## src/rtl/uart_rx_ctrl_if.sv

```systemverilog
// Signal bundle between the start-bit qualifier / line side and the RX frame sequencer.
// UART_RX_PARITY_EN adds o_parity_err alongside o_valid.
interface uart_rx_ctrl_if #(
    parameter int DATA_BITS = 8
);
    logic                 i_en;
    logic                 i_rx;
    logic                 i_found;
    logic                 o_hunt;
    logic                 o_busy;
    logic [DATA_BITS-1:0] o_data;
    logic                 o_valid;
    logic                 o_frame_err;
`ifdef UART_RX_PARITY_EN
    logic                 o_parity_err;
`endif
    logic [1:0]           o_dbg_state;

    // o_valid/o_frame_err are one-cycle strobes with no back-pressure: the consumer
    // must capture o_data in the cycle o_valid is high; o_data then holds until the next good frame.
    modport master (
        output i_en, i_rx, i_found,
        input  o_hunt, o_busy, o_data, o_valid, o_frame_err,
`ifdef UART_RX_PARITY_EN
        input  o_parity_err,
`endif
        input  o_dbg_state
    );

    modport slave (
        input  i_en, i_rx, i_found,
        output o_hunt, o_busy, o_data, o_valid, o_frame_err,
`ifdef UART_RX_PARITY_EN
        output o_parity_err,
`endif
        output o_dbg_state
    );
endinterface

```

## src/rtl/uart_rx_ctrl.sv

```systemverilog
// UART receive frame sequencer: samples data/stop bits at bit centres on oversample ticks.
// Optional parity bit and o_parity_err when UART_RX_PARITY_EN is defined.
module uart_rx_ctrl #(
    parameter int OSR       = 16,
    parameter int DATA_BITS = 8
`ifdef UART_RX_PARITY_EN
    ,
    parameter bit PARITY_ODD = 1'b0
`endif
) (
    input logic           i_clk,
    input logic           i_rst,
    uart_rx_ctrl_if.slave bus
);
    localparam int TW = $clog2(OSR);
    localparam int IW = $clog2(DATA_BITS);

    typedef enum logic [1:0] {
        ST_IDLE   = 2'd0,
        ST_DATA   = 2'd1,
`ifdef UART_RX_PARITY_EN
        ST_PARITY = 2'd2,
`endif
        ST_STOP   = 2'd3
    } state_t;

    state_t               state_q, state_d;
    logic [TW-1:0]        tick_q, tick_d;
    logic [IW-1:0]        idx_q, idx_d;
    logic [DATA_BITS-1:0] shift_q, shift_d;
    logic [DATA_BITS-1:0] data_q, data_d;
    logic                 valid_q, valid_d;
    logic                 ferr_q, ferr_d;
`ifdef UART_RX_PARITY_EN
    logic                 par_bad_q, par_bad_d;
    logic                 perr_q, perr_d;
`endif

    // Tick counter restarts at the start-bit centre, so OSR-1 lands on each following bit centre.
    logic sample;
    assign sample = bus.i_en && (tick_q == TW'(OSR - 1));

    always_comb begin
        state_d = state_q;
        tick_d  = tick_q;
        idx_d   = idx_q;
        shift_d = shift_q;
        data_d  = data_q;
        valid_d = 1'b0;
        ferr_d  = 1'b0;
`ifdef UART_RX_PARITY_EN
        par_bad_d = par_bad_q;
        perr_d    = 1'b0;
`endif
        if (bus.i_en && state_q != ST_IDLE) begin
            tick_d = sample ? '0 : tick_q + 1'b1;
        end
        case (state_q)
            ST_IDLE: begin
                if (bus.i_en && bus.i_found) begin
                    state_d = ST_DATA;
                    tick_d  = '0;
                    idx_d   = '0;
                end
            end
            ST_DATA: begin
                if (sample) begin
                    shift_d = {bus.i_rx, shift_q[DATA_BITS-1:1]};
                    idx_d   = idx_q + 1'b1;
                    if (idx_q == IW'(DATA_BITS - 1)) begin
                        idx_d   = '0;
`ifdef UART_RX_PARITY_EN
                        state_d = ST_PARITY;
`else
                        state_d = ST_STOP;
`endif
                    end
                end
            end
`ifdef UART_RX_PARITY_EN
            ST_PARITY: begin
                if (sample) begin
                    par_bad_d = bus.i_rx ^ (^shift_q) ^ PARITY_ODD;
                    state_d   = ST_STOP;
                end
            end
`endif
            ST_STOP: begin
                if (sample) begin
                    if (bus.i_rx) begin
                        data_d  = shift_q;
                        valid_d = 1'b1;
`ifdef UART_RX_PARITY_EN
                        perr_d  = par_bad_q;
`endif
                    end else begin
                        ferr_d = 1'b1;
                    end
                    state_d = ST_IDLE;
                    tick_d  = '0;
                end
            end
            default: state_d = ST_IDLE;
        endcase
    end

    always_ff @(posedge i_clk) begin
        if (i_rst) begin
            state_q <= ST_IDLE;
            tick_q  <= '0;
            idx_q   <= '0;
            shift_q <= '0;
            data_q  <= '0;
            valid_q <= 1'b0;
            ferr_q  <= 1'b0;
`ifdef UART_RX_PARITY_EN
            par_bad_q <= 1'b0;
            perr_q    <= 1'b0;
`endif
        end else begin
            state_q <= state_d;
            tick_q  <= tick_d;
            idx_q   <= idx_d;
            shift_q <= shift_d;
            data_q  <= data_d;
            valid_q <= valid_d;
            ferr_q  <= ferr_d;
`ifdef UART_RX_PARITY_EN
            par_bad_q <= par_bad_d;
            perr_q    <= perr_d;
`endif
        end
    end

    assign bus.o_hunt      = (state_q == ST_IDLE);
    assign bus.o_busy      = (state_q != ST_IDLE);
    assign bus.o_data      = data_q;
    assign bus.o_valid     = valid_q;
    assign bus.o_frame_err = ferr_q;
`ifdef UART_RX_PARITY_EN
    assign bus.o_parity_err = perr_q;
`endif
    assign bus.o_dbg_state = state_q;
endmodule

```

## src/flat_wrapper.sv

```systemverilog
// flat-port wrapper written by rule: the top's interface ports become plain ports
module uart_rx_ctrl_flat 
#(
    parameter int OSR       = 16,
    parameter int DATA_BITS = 8

)
  (i_clk, i_rst, bus_i_en, bus_i_rx, bus_i_found, bus_o_hunt, bus_o_busy, bus_o_data, bus_o_valid, bus_o_frame_err, bus_o_dbg_state);
  uart_rx_ctrl_if #(.DATA_BITS(DATA_BITS)) bus_i ();
  input logic i_clk;
  input logic i_rst;
  input wire logic [$bits(bus_i.i_en)-1:0] bus_i_en;
  input wire logic [$bits(bus_i.i_rx)-1:0] bus_i_rx;
  input wire logic [$bits(bus_i.i_found)-1:0] bus_i_found;
  output wire logic [$bits(bus_i.o_hunt)-1:0] bus_o_hunt;
  output wire logic [$bits(bus_i.o_busy)-1:0] bus_o_busy;
  output wire logic [$bits(bus_i.o_data)-1:0] bus_o_data;
  output wire logic [$bits(bus_i.o_valid)-1:0] bus_o_valid;
  output wire logic [$bits(bus_i.o_frame_err)-1:0] bus_o_frame_err;
  output wire logic [$bits(bus_i.o_dbg_state)-1:0] bus_o_dbg_state;
  assign bus_i.i_en = bus_i_en;
  assign bus_i.i_rx = bus_i_rx;
  assign bus_i.i_found = bus_i_found;
  assign bus_o_hunt = bus_i.o_hunt;
  assign bus_o_busy = bus_i.o_busy;
  assign bus_o_data = bus_i.o_data;
  assign bus_o_valid = bus_i.o_valid;
  assign bus_o_frame_err = bus_i.o_frame_err;
  assign bus_o_dbg_state = bus_i.o_dbg_state;
  uart_rx_ctrl #(.OSR(OSR), .DATA_BITS(DATA_BITS)) u_core (.i_clk(i_clk), .i_rst(i_rst), .bus(bus_i));
endmodule
```

## config.mk

```make
export PLATFORM = sky130hd
export DESIGN_NAME = uart_rx_ctrl_flat
export DESIGN_NICKNAME = d
export VERILOG_FILES = /design/src/rtl/uart_rx_ctrl_if.sv /design/src/rtl/uart_rx_ctrl.sv /design/src/flat_wrapper.sv
export SDC_FILE = /design/constraint.sdc
export NUM_CORES = 1
export LEC_CHECK = 0
export CAP_MARGIN = 20
export CORE_MARGIN = 3
export CORE_UTILIZATION = 40
export CTS_BUF_LIST = sky130_fd_sc_hd__clkbuf_4 sky130_fd_sc_hd__clkbuf_8
export DETAILED_ROUTE_END_ITERATION = 10
export PLACE_DENSITY_LB_ADDON = 0.05
export SLEW_MARGIN = 20
export SYNTH_ARGS = -nofsm -noshare
export SYNTH_HDL_FRONTEND = slang
export SYNTH_SLANG_ARGS = --single-unit
```

## constraint.sdc

```tcl
create_clock -name i_clk -period 3 [get_ports i_clk]
set_input_delay 0.6 -clock i_clk [delete_from_list [all_inputs] [get_ports i_clk]]
set_output_delay 0.6 -clock i_clk [all_outputs]
set_load 0.02 [all_outputs]
```

==> impl_metrics.toml <==
[yosys]
ys.flop_type = "dfxtp_1"
synthDistinctLibCells = 37
synthTopCellsByArea = "dfxtp_1 44%, nand2_1 8.9%, a21oi_1 7.7%"
yosys.area.top_type = "dfxtp_1"
syn_area_sq_mm = 0.001227
synth_enable_flop_cells = 0
synth_seq_cells = 27
synth-seq-area-share = 0.4404
synth_cells = 143
syn_area_per_cell_sq_um = 8.583
async_flop_share = 0
syn_nets = 154
ys_warn_count = 0
synth_top_area_frac = 0.4404

[clock_network]
cts_resized = 0
cts_max_level = 1
cts_tree = "built"
cts_setup_buffers = 0
clk_path_buf_depth = 2
numCtsBuffers = 3
clk_pin_slew_ns = 0.15
ctsHoldBuffers = 0
clock_latency_ns = 0.33
cts_root_buffer = "clkbuf_4"
cts_sinks = 27

[timing]
post-route-period-util = 0.7916
hold_viol = 0
rsz0062_at_grt = "no"
setup_viol = 0
slew_violations = 0
worst_slew_pin_slew_ns = 0.6188
maxSlewHeadroom = 0.5875
setup_tns_ns = 0
timing.final.crit_period_ns = 2.375
skew_ns = 0.004930
whs_ns = 0.4656
max_clock_freq_mhz = 421.1

[job]
cap_violations = 0

[routing]
drtIter0Drc = 51
drc = 0
wl_per_cell_microns = 12.70
detail_route.first_pass.iterations = 7
vias = 1036
wl_microns = 2413
viasPerCell = 5.453
ant_nets = 0

[global_routing]
busiest_layer = "met2"
grt_pass1_wl_microns = 3919
grtUsageMet2 = 0.2145
grt_max_degree = 18
use_met3 = 0.02516
track_usage = 0.1387
gr-usage-met1 = 0.1877
grt_pass1_vias = 887
antenna_found_initial = 0
overflow = 0

[die]
fp.dieW_microns = 61.40
initial_core_util = 0.4339
boundaryPins = 19
dieArea_sq_mm = 0.003769
row_count = 19
die_h_microns = 61.40
core_area_sq_mm = 0.002829

[worst_setup_path]
endpoint_kind = "primary output"
crit_fanout = 9
worstSetupStartpointType = "flip-flop"
worstSetupPathType = "reg2out"
r2r_slack_ns = 1.10
r2r_end = "u_core.idx_q[0]$_SDFFE_PP0P_"
cp.arrival_ns = 1.77
r2r_start = "u_core.bus.o_dbg_state[1]$_SDFFE_PP0P_"
rr_worst_depth = 6
cp.required_ns = 2.40

[final_layout]
layout-area-overhead-vs-synth_pct = 18.04
layout_common_cells = "29 x nand2_1, 27 x dfxtp_1, 19 x a21oi_1"
drive_above_1_share = 0.06918
nNetsFinal = 171
insertedDiodeCount = 0
fin_util = 0.5122
final_common_cell = "nand2_1"

[placement]
place_hpwl_microns = 1760
place.gp.congestion = 0.7876
port_buffers = 18

[power]
ir_worst_vdd_uv = 263.7
pwr_density_cell_mw_per_mm2 = 496.8
p_leak_nw = 0.4928

[min_path]
min_to = "u_core.bus.o_data[2]$_SDFFE_PP0P_"
hp-start = "u_core.bus.o_data[2]$_SDFFE_PP0P_"
hold_depth = 2
holdCritPathClass = "reg2reg"

[run_status]
status = "finished, final reports clean"
where the power goes:
part | internal (mW) | leakage [nW] | switching, mW
clock network | 0.0510 | 0.0139 | 0.111
logic | 0.0733 | 0.261 | 0.114
registers | 0.365 | 0.218 | 0.00611
total | 0.489 | 0.493 | 0.231
registers in the layout (all words and copies together) (netlist names):
signal                  cells
u_core.bus.o_frame_err      1
u_core.idx_q                3
u_core.bus.o_valid          1
u_core.tick_q               4
u_core.bus.o_dbg_state      2
u_core.bus.o_data           8
u_core.shift_q              8
per-stage QoR:
stage	setup slack [ns]	std cells	area, sq um	power (mW)
final	0.6252	190	1449	0.7198
after global routing	0.5405	190	1449	0.7570
after CTS	0.6229	190	1449	0.7274
after detailed placement	0.5906	186	1419	0.5643
after global placement	0.6165	186	1419	0.5630
after floorplan	1.282	143	1227	0.5074
worst max-delay path by stage:
stage,cells after the start,to,startpoint,slack [ns]
6_report,4,bus_o_busy,u_core.bus.o_dbg_state[0]$_SDFFE_PP0P_,0.63
5_1_grt,4,bus_o_busy,u_core.bus.o_dbg_state[0]$_SDFFE_PP0P_,0.54
4_1_cts,4,bus_o_busy,u_core.bus.o_dbg_state[0]$_SDFFE_PP0P_,0.62
3_5_place_dp,5,u_core.bus.o_data[2]$_SDFFE_PP0P_,bus_i_en,0.59
3_3_place_gp,5,u_core.bus.o_data[0]$_SDFFE_PP0P_,bus_i_en,0.62
2_1_floorplan,6,u_core.idx_q[0]$_SDFFE_PP0P_,u_core.bus.o_dbg_state[0]$_SDFFE_PP0P_,1.28
critical path: stages, from the launching register on:
cell	delay, ns
dfxtp_1	0.40
inv_1	0.07
ha_1	0.29
inv_1	0.08
clkdlybuf4s50_1	0.60
cell type report:
class                           instances  area, sq um
Timing Repair Buffer                   19        187.7
Inverter                                4        15.01
Sequential cell                        27        540.5
Tap cell                               31        38.79
Multi-Input combinational cell        105        636.9
Fill cell                             286         1380
Clock buffer                            3        22.52
Clock inverter                          1        7.507
layer usage:
metal | part of all wire | vias to the layer above
li1 | - | 533
met1 | 0.50 | 481
met2 | 0.46 | 18
met3 | 0.027 | 4
met4 | 0.013 | 0
met5 | 0 | -
cell usage after synthesis, types with 2 or more instances:
cell	n
nand2b_1	3
inv_1	4
a21oi_1	19
xor2_1	2
ha_1	6
a221oi_1	2
nand2_1	29
buf_4	2
dfxtp_1	27
nand3_1	12
clkbuf_1	4
nor2_1	8
kinds of logic after synthesis:
family / Yosys count / share of synthesized area
muxes: 1 / 0.008155
buffers and inverters: 11 / 0.04076
AOI/OAI and AO/OA: 30 / 0.1529
DFF: 27 / 0.4404
and+or+nand+nor: 66 / 0.2824
xor gates and xnor gates: 2 / 0.01427
adders and majority gates: 6 / 0.06116
Power figures use the tool's default switching activity.
